<file path="src/rtl/seven_seg_scan_ctrl.sv">
// seven_seg_scan_ctrl: time-multiplexed common-anode seven-segment scanner.
// New values are committed only at frame boundaries, so a frame never shows
// a mix of old and new digits. Leading zeros can be blanked, and each digit
// has its own decimal point.
// Optional feature macro: SEVEN_SEG_BRIGHTNESS_EN adds the `bright` port and
// gates the active anode with a 4-bit PWM counter.
module seven_seg_scan_ctrl #(
  parameter int NUM_DIGITS = 4,
  parameter int PRESCALE   = 100000
) (
  input  logic                    clk_100mhz,
  input  logic                    reset,
  input  logic                    load,
  input  logic [4*NUM_DIGITS-1:0] value,
  input  logic [NUM_DIGITS-1:0]   dp_in,
  input  logic                    blank_lz,
`ifdef SEVEN_SEG_BRIGHTNESS_EN
  input  logic [3:0]              bright,
`endif
  output logic [NUM_DIGITS-1:0]   Anode_Activate,
  output logic [6:0]              LED_out,
  output logic                    dp_out,
  output logic                    frame_start
);

  localparam int CNT_W = (PRESCALE > 1) ? $clog2(PRESCALE) : 1;
  localparam int IDX_W = (NUM_DIGITS > 1) ? $clog2(NUM_DIGITS) : 1;
  localparam logic [CNT_W-1:0] CNT_LAST = CNT_W'(PRESCALE - 1);
  localparam logic [IDX_W-1:0] IDX_LAST = IDX_W'(NUM_DIGITS - 1);

  logic [CNT_W-1:0]        r_slotCnt;
  logic [IDX_W-1:0]        r_digitIdx;
  logic [4*NUM_DIGITS-1:0] r_pendVal;
  logic [NUM_DIGITS-1:0]   r_pendDp;
  logic                    r_pendFlag;
  logic [4*NUM_DIGITS-1:0] r_dispVal;
  logic [NUM_DIGITS-1:0]   r_dispDp;

  logic                    w_slotEnd;
  logic                    w_frameEnd;
  logic [3:0]              w_nibble;
  logic                    w_dpBit;
  logic                    w_blank;
  logic                    w_upperZero;
  logic [NUM_DIGITS-1:0]   w_anodeSel;
  logic                    w_pwmOn;

  // Active-low abcdefg font for one hex nibble.
  function automatic logic [6:0] hexFont(input logic [3:0] nib);
    case (nib)
      4'h0: hexFont = 7'b0000001;
      4'h1: hexFont = 7'b1001111;
      4'h2: hexFont = 7'b0010010;
      4'h3: hexFont = 7'b0000110;
      4'h4: hexFont = 7'b1001100;
      4'h5: hexFont = 7'b0100100;
      4'h6: hexFont = 7'b0100000;
      4'h7: hexFont = 7'b0001111;
      4'h8: hexFont = 7'b0000000;
      4'h9: hexFont = 7'b0000100;
      4'hA: hexFont = 7'b0001000;
      4'hB: hexFont = 7'b1100000;
      4'hC: hexFont = 7'b0110001;
      4'hD: hexFont = 7'b1000010;
      4'hE: hexFont = 7'b0110000;
      default: hexFont = 7'b0111000;
    endcase
  endfunction

  assign w_slotEnd  = (r_slotCnt == CNT_LAST);
  assign w_frameEnd = w_slotEnd && (r_digitIdx == IDX_LAST);

  // Slot counter and digit index: each digit owns PRESCALE cycles, then the scan moves on.
  always_ff @(posedge clk_100mhz or negedge reset) begin
    if (!reset) begin
      r_slotCnt  <= '0;
      r_digitIdx <= '0;
    end else if (w_slotEnd) begin
      r_slotCnt  <= '0;
      r_digitIdx <= (r_digitIdx == IDX_LAST) ? '0 : r_digitIdx + IDX_W'(1);
    end else begin
      r_slotCnt  <= r_slotCnt + CNT_W'(1);
    end
  end

  // Pending/display double buffer; display only changes on the edge that closes a frame.
  always_ff @(posedge clk_100mhz or negedge reset) begin
    if (!reset) begin
      r_pendVal  <= '0;
      r_pendDp   <= '0;
      r_pendFlag <= 1'b0;
      r_dispVal  <= '0;
      r_dispDp   <= '0;
    end else if (w_frameEnd) begin
      r_pendFlag <= 1'b0;
      if (load) begin
        r_pendVal <= value;
        r_pendDp  <= dp_in;
        r_dispVal <= value;
        r_dispDp  <= dp_in;
      end else if (r_pendFlag) begin
        r_dispVal <= r_pendVal;
        r_dispDp  <= r_pendDp;
      end
    end else if (load) begin
      r_pendVal  <= value;
      r_pendDp   <= dp_in;
      r_pendFlag <= 1'b1;
    end
  end

  // Select the current digit's nibble/dp and decide whether it is a blanked leading zero.
  always_comb begin
    w_nibble    = '0;
    w_dpBit     = 1'b0;
    w_blank     = 1'b0;
    w_upperZero = 1'b1;
    w_anodeSel  = '1;
    for (int k = NUM_DIGITS - 1; k >= 0; k--) begin
      w_upperZero = w_upperZero && (r_dispVal[4*k +: 4] == 4'h0);
      if (r_digitIdx == IDX_W'(k)) begin
        w_nibble      = r_dispVal[4*k +: 4];
        w_dpBit       = r_dispDp[k];
        w_anodeSel[k] = 1'b0;
        w_blank       = blank_lz && (k != 0) && w_upperZero;
      end
    end
  end

`ifdef SEVEN_SEG_BRIGHTNESS_EN
  logic [3:0] r_pwmCnt;

  // Free-running PWM counter; the anode is enabled while it is at or below the duty setting.
  always_ff @(posedge clk_100mhz or negedge reset) begin
    if (!reset) r_pwmCnt <= '0;
    else        r_pwmCnt <= r_pwmCnt + 4'd1;
  end

  assign w_pwmOn = (r_pwmCnt <= bright);
`else
  assign w_pwmOn = 1'b1;
`endif

  // Registered pin drivers, one cycle behind the scan state.
  always_ff @(posedge clk_100mhz or negedge reset) begin
    if (!reset) begin
      Anode_Activate <= '1;
      LED_out        <= 7'h7F;
      dp_out         <= 1'b1;
      frame_start    <= 1'b0;
    end else begin
      frame_start <= (r_slotCnt == '0) && (r_digitIdx == '0);
      if (w_blank) begin
        Anode_Activate <= '1;
        LED_out        <= 7'h7F;
        dp_out         <= 1'b1;
      end else begin
        Anode_Activate <= w_pwmOn ? w_anodeSel : '1;
        LED_out        <= hexFont(w_nibble);
        dp_out         <= ~w_dpBit;
      end
    end
  end

endmodule

</file>
<file path="config.mk">
export PLATFORM = sky130hd
export DESIGN_NAME = seven_seg_scan_ctrl
export DESIGN_NICKNAME = d
export VERILOG_FILES = /design/src/rtl/seven_seg_scan_ctrl.sv
export SDC_FILE = /design/constraint.sdc
export NUM_CORES = 1
export LEC_CHECK = 0
export ABC_AREA = 1
export CAP_MARGIN = 20
export CELL_PAD_IN_SITES_DETAIL_PLACEMENT = 1
export CELL_PAD_IN_SITES_GLOBAL_PLACEMENT = 2
export CORE_MARGIN = 2
export CORE_UTILIZATION = 36
export CTS_CLUSTER_SIZE = 16
export DETAILED_ROUTE_END_ITERATION = 12
export GPL_ROUTABILITY_DRIVEN = 0
export PLACE_DENSITY = 0.8
export SETUP_SLACK_MARGIN = 0.4
export SYNTH_ARGS = -nofsm -noshare
export SYNTH_HDL_FRONTEND = slang
export SYNTH_SLANG_ARGS = --single-unit
</file>
<file path="constraint.sdc">
create_clock -name clk_100mhz -period 3.4 [get_ports clk_100mhz]
set_input_delay 0.34 -clock clk_100mhz [delete_from_list [all_inputs] [get_ports clk_100mhz]]
set_output_delay 0.34 -clock clk_100mhz [all_outputs]
set_load 0.02 [all_outputs]
</file>
Word-level counts from Yosys, hierarchy flattened
Memory sizes are Yosys's and may differ from the RTL's.
Index checks and enable logic that the tools add are counted.

word-level totals
  register bits after elaboration = 73
  RAM bits = 0
  latch bits = 0
  memories kept = 1
  memory bits (read-only) = 112
  output and inout port bits = 13
  bits of input ports = 24

memory list
  name             depth  bits a word  read ports  clocked after Yosys merged registers in  write ports  RTL line  RTL
  (no name shown)  16     7            1           0                                        0            50        case (nib)

operators by class
  mux-type cells = 27
  shift-type cells = 0
  divide/modulo/power cells = 0
  add/subtract/negate cells = 2
  eq/ne operators = 4
  $mul = 0
  bitwise gates (word level) = 1
  reduce and logical (&&, ||, !) cells = 15
  magnitude comparators = 0

operators by type and width
  operator                                       count
  2-to-1 mux 16 bit                              2
  2-to-1 mux 4 bit                               7
  adder 17 x 1 -> 17 bit, second input constant  1
  == test 17 bit, second input constant          1
  logical NOT 17 bit                             1
  2-to-1 mux 17 bit                              1
  2-to-1 mux 1 bit                               15
  logical NOT 4 bit                              3
  logical AND 1 bit                              7
  2-to-1 mux 7 bit                               1
  == test 2 bit, second input constant           2
  nonzero test 2 bit                             2
  adder 2 x 1 -> 2 bit, second input constant    1
  == test 2 x 1 -> 1 bit, second input constant  1
  logical NOT 2 bit                              1
  2-to-1 mux 2 bit                               1
  AND reduction 2 bit                            1
  inverter 1 bit                                 1

Longest topological paths before layout
  depth in word-level cells = 7
  depth in mapped cells = 15

Worst setup path before layout
No wires, ideal clock.

  path kind = reg2reg
  start point = register r_digitIdx[0]
  end point = register LED_out[6]
  slack = 1531 ps
  buffers on the path = 1
  cell stages (with the launch flop) = 16
  data required time = 3336 ps
  arrival time = 1806 ps
  path through = dfrtp_1 inv_1 ha_1 buf_2 nor2_1 nand2_1 nand2_1 nand2_1 nand2_1 nand2_1 inv_1 ha_1 nand2_1 nor2_1 inv_1 nand3_1

on the way
  cells in the longest elaborated chain, start to end = 7
  elaborated cells between the ends (all ways) = 14

ends and longest elaborated chain
  what                            RTL line  RTL
  start: declaration              32        logic [IDX_W-1:0] r_digitIdx;
  start signal: assignment        80        r_digitIdx <= (r_digitIdx == IDX_LAST) ? '0 : r_digitIdx + IDX_W'(1);
  == test 2 bit                   121       if (r_digitIdx == IDX_W'(k)) begin
  2-to-1 mux 4 bit (4 in series)  121
  memory (16 x 7 bit)             n/a
  2-to-1 mux 7 bit *              153       if (w_blank) begin
  end signal: assignment          159       LED_out <= hexFont(w_nibble);
  end: declaration                21        output logic [6:0] LED_out,

Mark *: on every way between the ends. The rest lies on a longest branch, timed or not.
A chain may end at the register's enable or synchronous reset.

Worst setup path in the final report
  start point = register r_digitIdx[1]
  end point = register LED_out[3]

Same word-level chain as after synthesis.

==> impl_summary.log <==
[metrics] status: finished clean
[metrics] via/cell ratio: 4.96
[metrics] largest cells by area after synthesis: dfrtp_1, nand2_1, dfstp_2
[metrics] Max Cap Viol: 0
[metrics] Worst Hold Margin: 0.121 ns
[metrics] layer carrying the most global-route usage: met2
[metrics] clock transition at the registers of the reported paths: 0.08 ns
[metrics] nature of the critical path startpoint: flop
[metrics] sequential cell area fraction in the yosys report: 0.493
[metrics] Post-CTS Setup Inserts: 0
[metrics] crit path kind: reg2reg
[metrics] proportion of layout cells with a drive suffix above 1: 0.0837
[metrics] starting density of the core: 0.367
[metrics] post-cts sizing count: 0
[metrics] number of DRC markers in iteration 0: 147
[metrics] number of unique standard cell types used by synthesis: 30
[metrics] first-pass GRT wire length: 16.4 mm
[metrics] TritonCTS buffer count: 9
[metrics] final count of pins violating max slew: 0
[metrics] sum of overflow across all layers after global routing: 0
[metrics] GR Util met3: 0.0359
[metrics] number of buffers inserted for hold repair after clock tree synthesis: 0
[metrics] setup slack of the critical path after layout: 1.04 ns
[metrics] Async SR Flop Fraction: 1.00
[metrics] FF-to-FF path depth: 12
[metrics] predominant post-synthesis flop cell: dfrtp_1
[metrics] switching power share of the total: 0.223
[metrics] Simple-Gate Fraction of Synth Area: 0.327
[metrics] HPWL after DPL: 7.01 mm
[metrics] relative contribution of combinational cells to total power: 0.047
[metrics] Die ar.: 11200 µm²
[metrics] number of iterations in the first detailed-routing pass: 4
[metrics] critical path arrival: 2.63 ns
[metrics] antenna violations before repair: 0
[metrics] Synth area leader: dfrtp_1
[metrics] LEAKAGE: 0.00226 µW
[metrics] synthesized netlist cell count: 475
[metrics] y dimension of the die: 106 µm
[metrics] Hold Crit Class: in2async
[metrics] worst relative slew slack: 0.376
[metrics] pin count of the biggest net entering global routing: 74
[metrics] internal power summed over all cells: 1360 µW
[metrics] peak clock frequency supported by timing: 424 MHz
[metrics] clock latency at the later pin of the worst-skew pair: 0.35 ns
[metrics] Post-Synth Adder-Cell Area: 0.0436
[metrics] H-tree lvl count: 3
[metrics] Worst IR Drop VDD: 0.147 mV
[metrics] kind of end point of the critical path: flop
[metrics] required time worst endpoint: 3.67 ns
[metrics] total inserted antenna cells: 0
[metrics] mux share of post-synthesis cell area: 0
[metrics] final clock period utilization by the worst path: 0.694
[metrics] total negative slack for setup checks: 0 ns
[metrics] number of clock sinks: 73
[metrics] via count of the first global-routing pass: 3288
[metrics] EDFF count, synth: 0
[metrics] core area: 10200 µm²
[metrics] # DRC: 0
[metrics] site row count: 37
[metrics] routed vias: 3222
[metrics] number of nets in the final layout: 546
[metrics] number of input and output port buffers inserted: 36
[metrics] endpoints failing hold: 0
[metrics] P_sw: 389 µW
[metrics] Period minus WS final: 2.36 ns
[metrics] slew at the pin with the worst max-slew slack: 0.936 ns
[metrics] mean cell area of the mapped netlist: 7.86 µm²
[metrics] number of buffers on the longest clock path: 2
[metrics] number of synthesized register bits: 73
[metrics] Tot GR Track Use: 0.187
[metrics] met2 Resource Use GR: 0.294
[metrics] Clock Power Share: 0.440
[metrics] fraction of power consumed by sequential logic: 0.513
[metrics] x dimension of the die: 106 µm
[metrics] Pwr Density: 395 nW/µm²
[metrics] xor/xnor share of the synthesized area: 0.0164
[metrics] setup repair after global routing missed its margin: false
[metrics] Synth Warn #: 0
[metrics] pre-CTS setup slack: 1.04 ns
[metrics] area share of the leading cell type in the synthesized netlist: 0.409
[metrics] met1 global-route usage: 0.261
[metrics] count of endpoints failing setup in the final report: 0
[metrics] routed len/inst: 14.9 µm
[metrics] count of antenna-violating nets left after detailed routing: 0
[metrics] number of I/O pins: 37
[metrics] clock root buffer: clkbuf_8
[metrics] syn_nets: 512
[metrics] netlist area before placement: 3730 µm²
[metrics] complex-gate fraction of the synthesized area: 0.0422
[metrics] Max FO, Critical Path: 12
[metrics] main combinational cell family by area after synthesis: simple AND/OR/NAND/NOR gates
[metrics] layout overhead on the synthesized area: 18.2%
[metrics] clock tree from TritonCTS: yes
[metrics] Layout Skew: 0.0125 ns
[metrics] final routed wirelength across all metal layers: 9.68 mm
==> stage by stage <==
stage	cells	total power (µW)	util	area [µm²]
2_1_floorplan	475	938	-	3730
3_3_place_gp	634	992	0.412	4190
3_5_place_dp	634	996	0.412	4190
4_1_cts	650	1770	0.433	4410
5_1_grt	650	1810	0.433	4410
6_report	650	1740	0.433	4410
==> worst paths after layout <==
path	slack (ns)	endpoint	start
setup / recovery	1.04	LED_out[3]$_DFF_PN1_	r_digitIdx[1]$_DFFE_PN0N_
min in group clk_100mhz	0.47	r_pendDp[0]$_DFFE_PN0P_	r_pendDp[0]$_DFFE_PN0P_
hold / removal	0.12	r_pendVal[13]$_DFFE_PN0P_	reset
max in group asynchronous	2.66	r_pendVal[2]$_DFFE_PN0P_	reset
setup reg to reg	1.04	LED_out[3]$_DFF_PN1_	r_digitIdx[1]$_DFFE_PN0N_
hold reg to reg	0.47	r_pendDp[0]$_DFFE_PN0P_	r_pendDp[0]$_DFFE_PN0P_
==> cell type report <==
| class | count | area (µm²) |
|---|---|---|
| Fill cell | 1277 | 5770 |
| Sequential cell | 73 | 1840 |
| Multi-Input combinational cell | 334 | 1600 |
| Timing Repair Buffer | 39 | 380 |
| Inverter | 52 | 195 |
| Tap cell | 136 | 170 |
| Clock buffer | 11 | 141 |
| Clock inverter | 5 | 78.8 |
==> cells in the mapped netlist (3+ instances only) <==
cell,number
a21oi_1,11
buf_4,4
clkbuf_1,8
dfrtp_1,61
dfstp_2,12
ha_1,13
inv_1,48
inv_2,3
nand2_1,174
nand2_2,3
nand3_1,26
nand4_1,25
nor2_1,37
nor3_1,8
nor4_1,3
o211ai_1,3
o21ai_0,13
or2_2,3
xor2_1,7
==> cells in the final DEF, fill, tap and decap left out, types with 11 or more instances in the layout <==
master,netlist,final
nand2_1,174,174
dfrtp_1,61,61
inv_1,48,48
nor2_1,37,37
clkdlybuf4s50_1,0,35
nand3_1,26,26
nand4_1,25,25
o21ai_0,13,13
ha_1,13,13
dfstp_2,12,12
a21oi_1,11,11
==> power groups by stage <==
stage / clock network [µW] / logic (µW) / registers (µW)
after floorplan: 0 / 28.7 / 910
after detailed placement: 0 / 84.6 / 912
final: 768 / 81.3 / 895
after global placement: 0 / 81.1 / 911
after CTS: 790 / 84.8 / 895
after global routing: 823 / 93.9 / 898
==> layer usage <==
layer | routed length [µm] | vias up
met5 | 0 | -
met4 | 144 | 0
met3 | 415 | 11
met2 | 4390 | 58
met1 | 4730 | 1580
li1 | - | 1573
==> critical path, cell delays in order, from the launching register on <==
cell and delay (ns):
dfrtp_1 0.41, inv_1 0.13, ha_1 0.42, inv_1 0.20
o211ai_1 0.18, nand2_1 0.11, nand2_1 0.16, inv_1 0.09
ha_1 0.30, nand3_1 0.09, nand2_1 0.06, nand2_1 0.05
nand3_1 0.08
==> flip-flops by register name, indices dropped and copies added, names as in the netlist <==
| register | count |
|---|---|
| r_pendFlag | 1 |
| r_pendDp | 4 |
| LED_out | 7 |
| r_slotCnt | 17 |
| r_dispDp | 4 |
| frame_start | 1 |
| r_pendVal | 16 |
| Anode_Activate | 4 |
| dp_out | 1 |
| r_digitIdx | 2 |
| r_dispVal | 16 |
==> cell families (layout without fill, tap and decap cells) <==
family                     after synthesis  in the layout
adders and majority gates               13             13
buffers and inverters                   68            107
DFF                                     73             73
xor gates and xnor gates                 7              7
and+or+nand+nor                        285            285
AOI/OAI and AO/OA                       29             29
(Power assumes the default switching activity.)
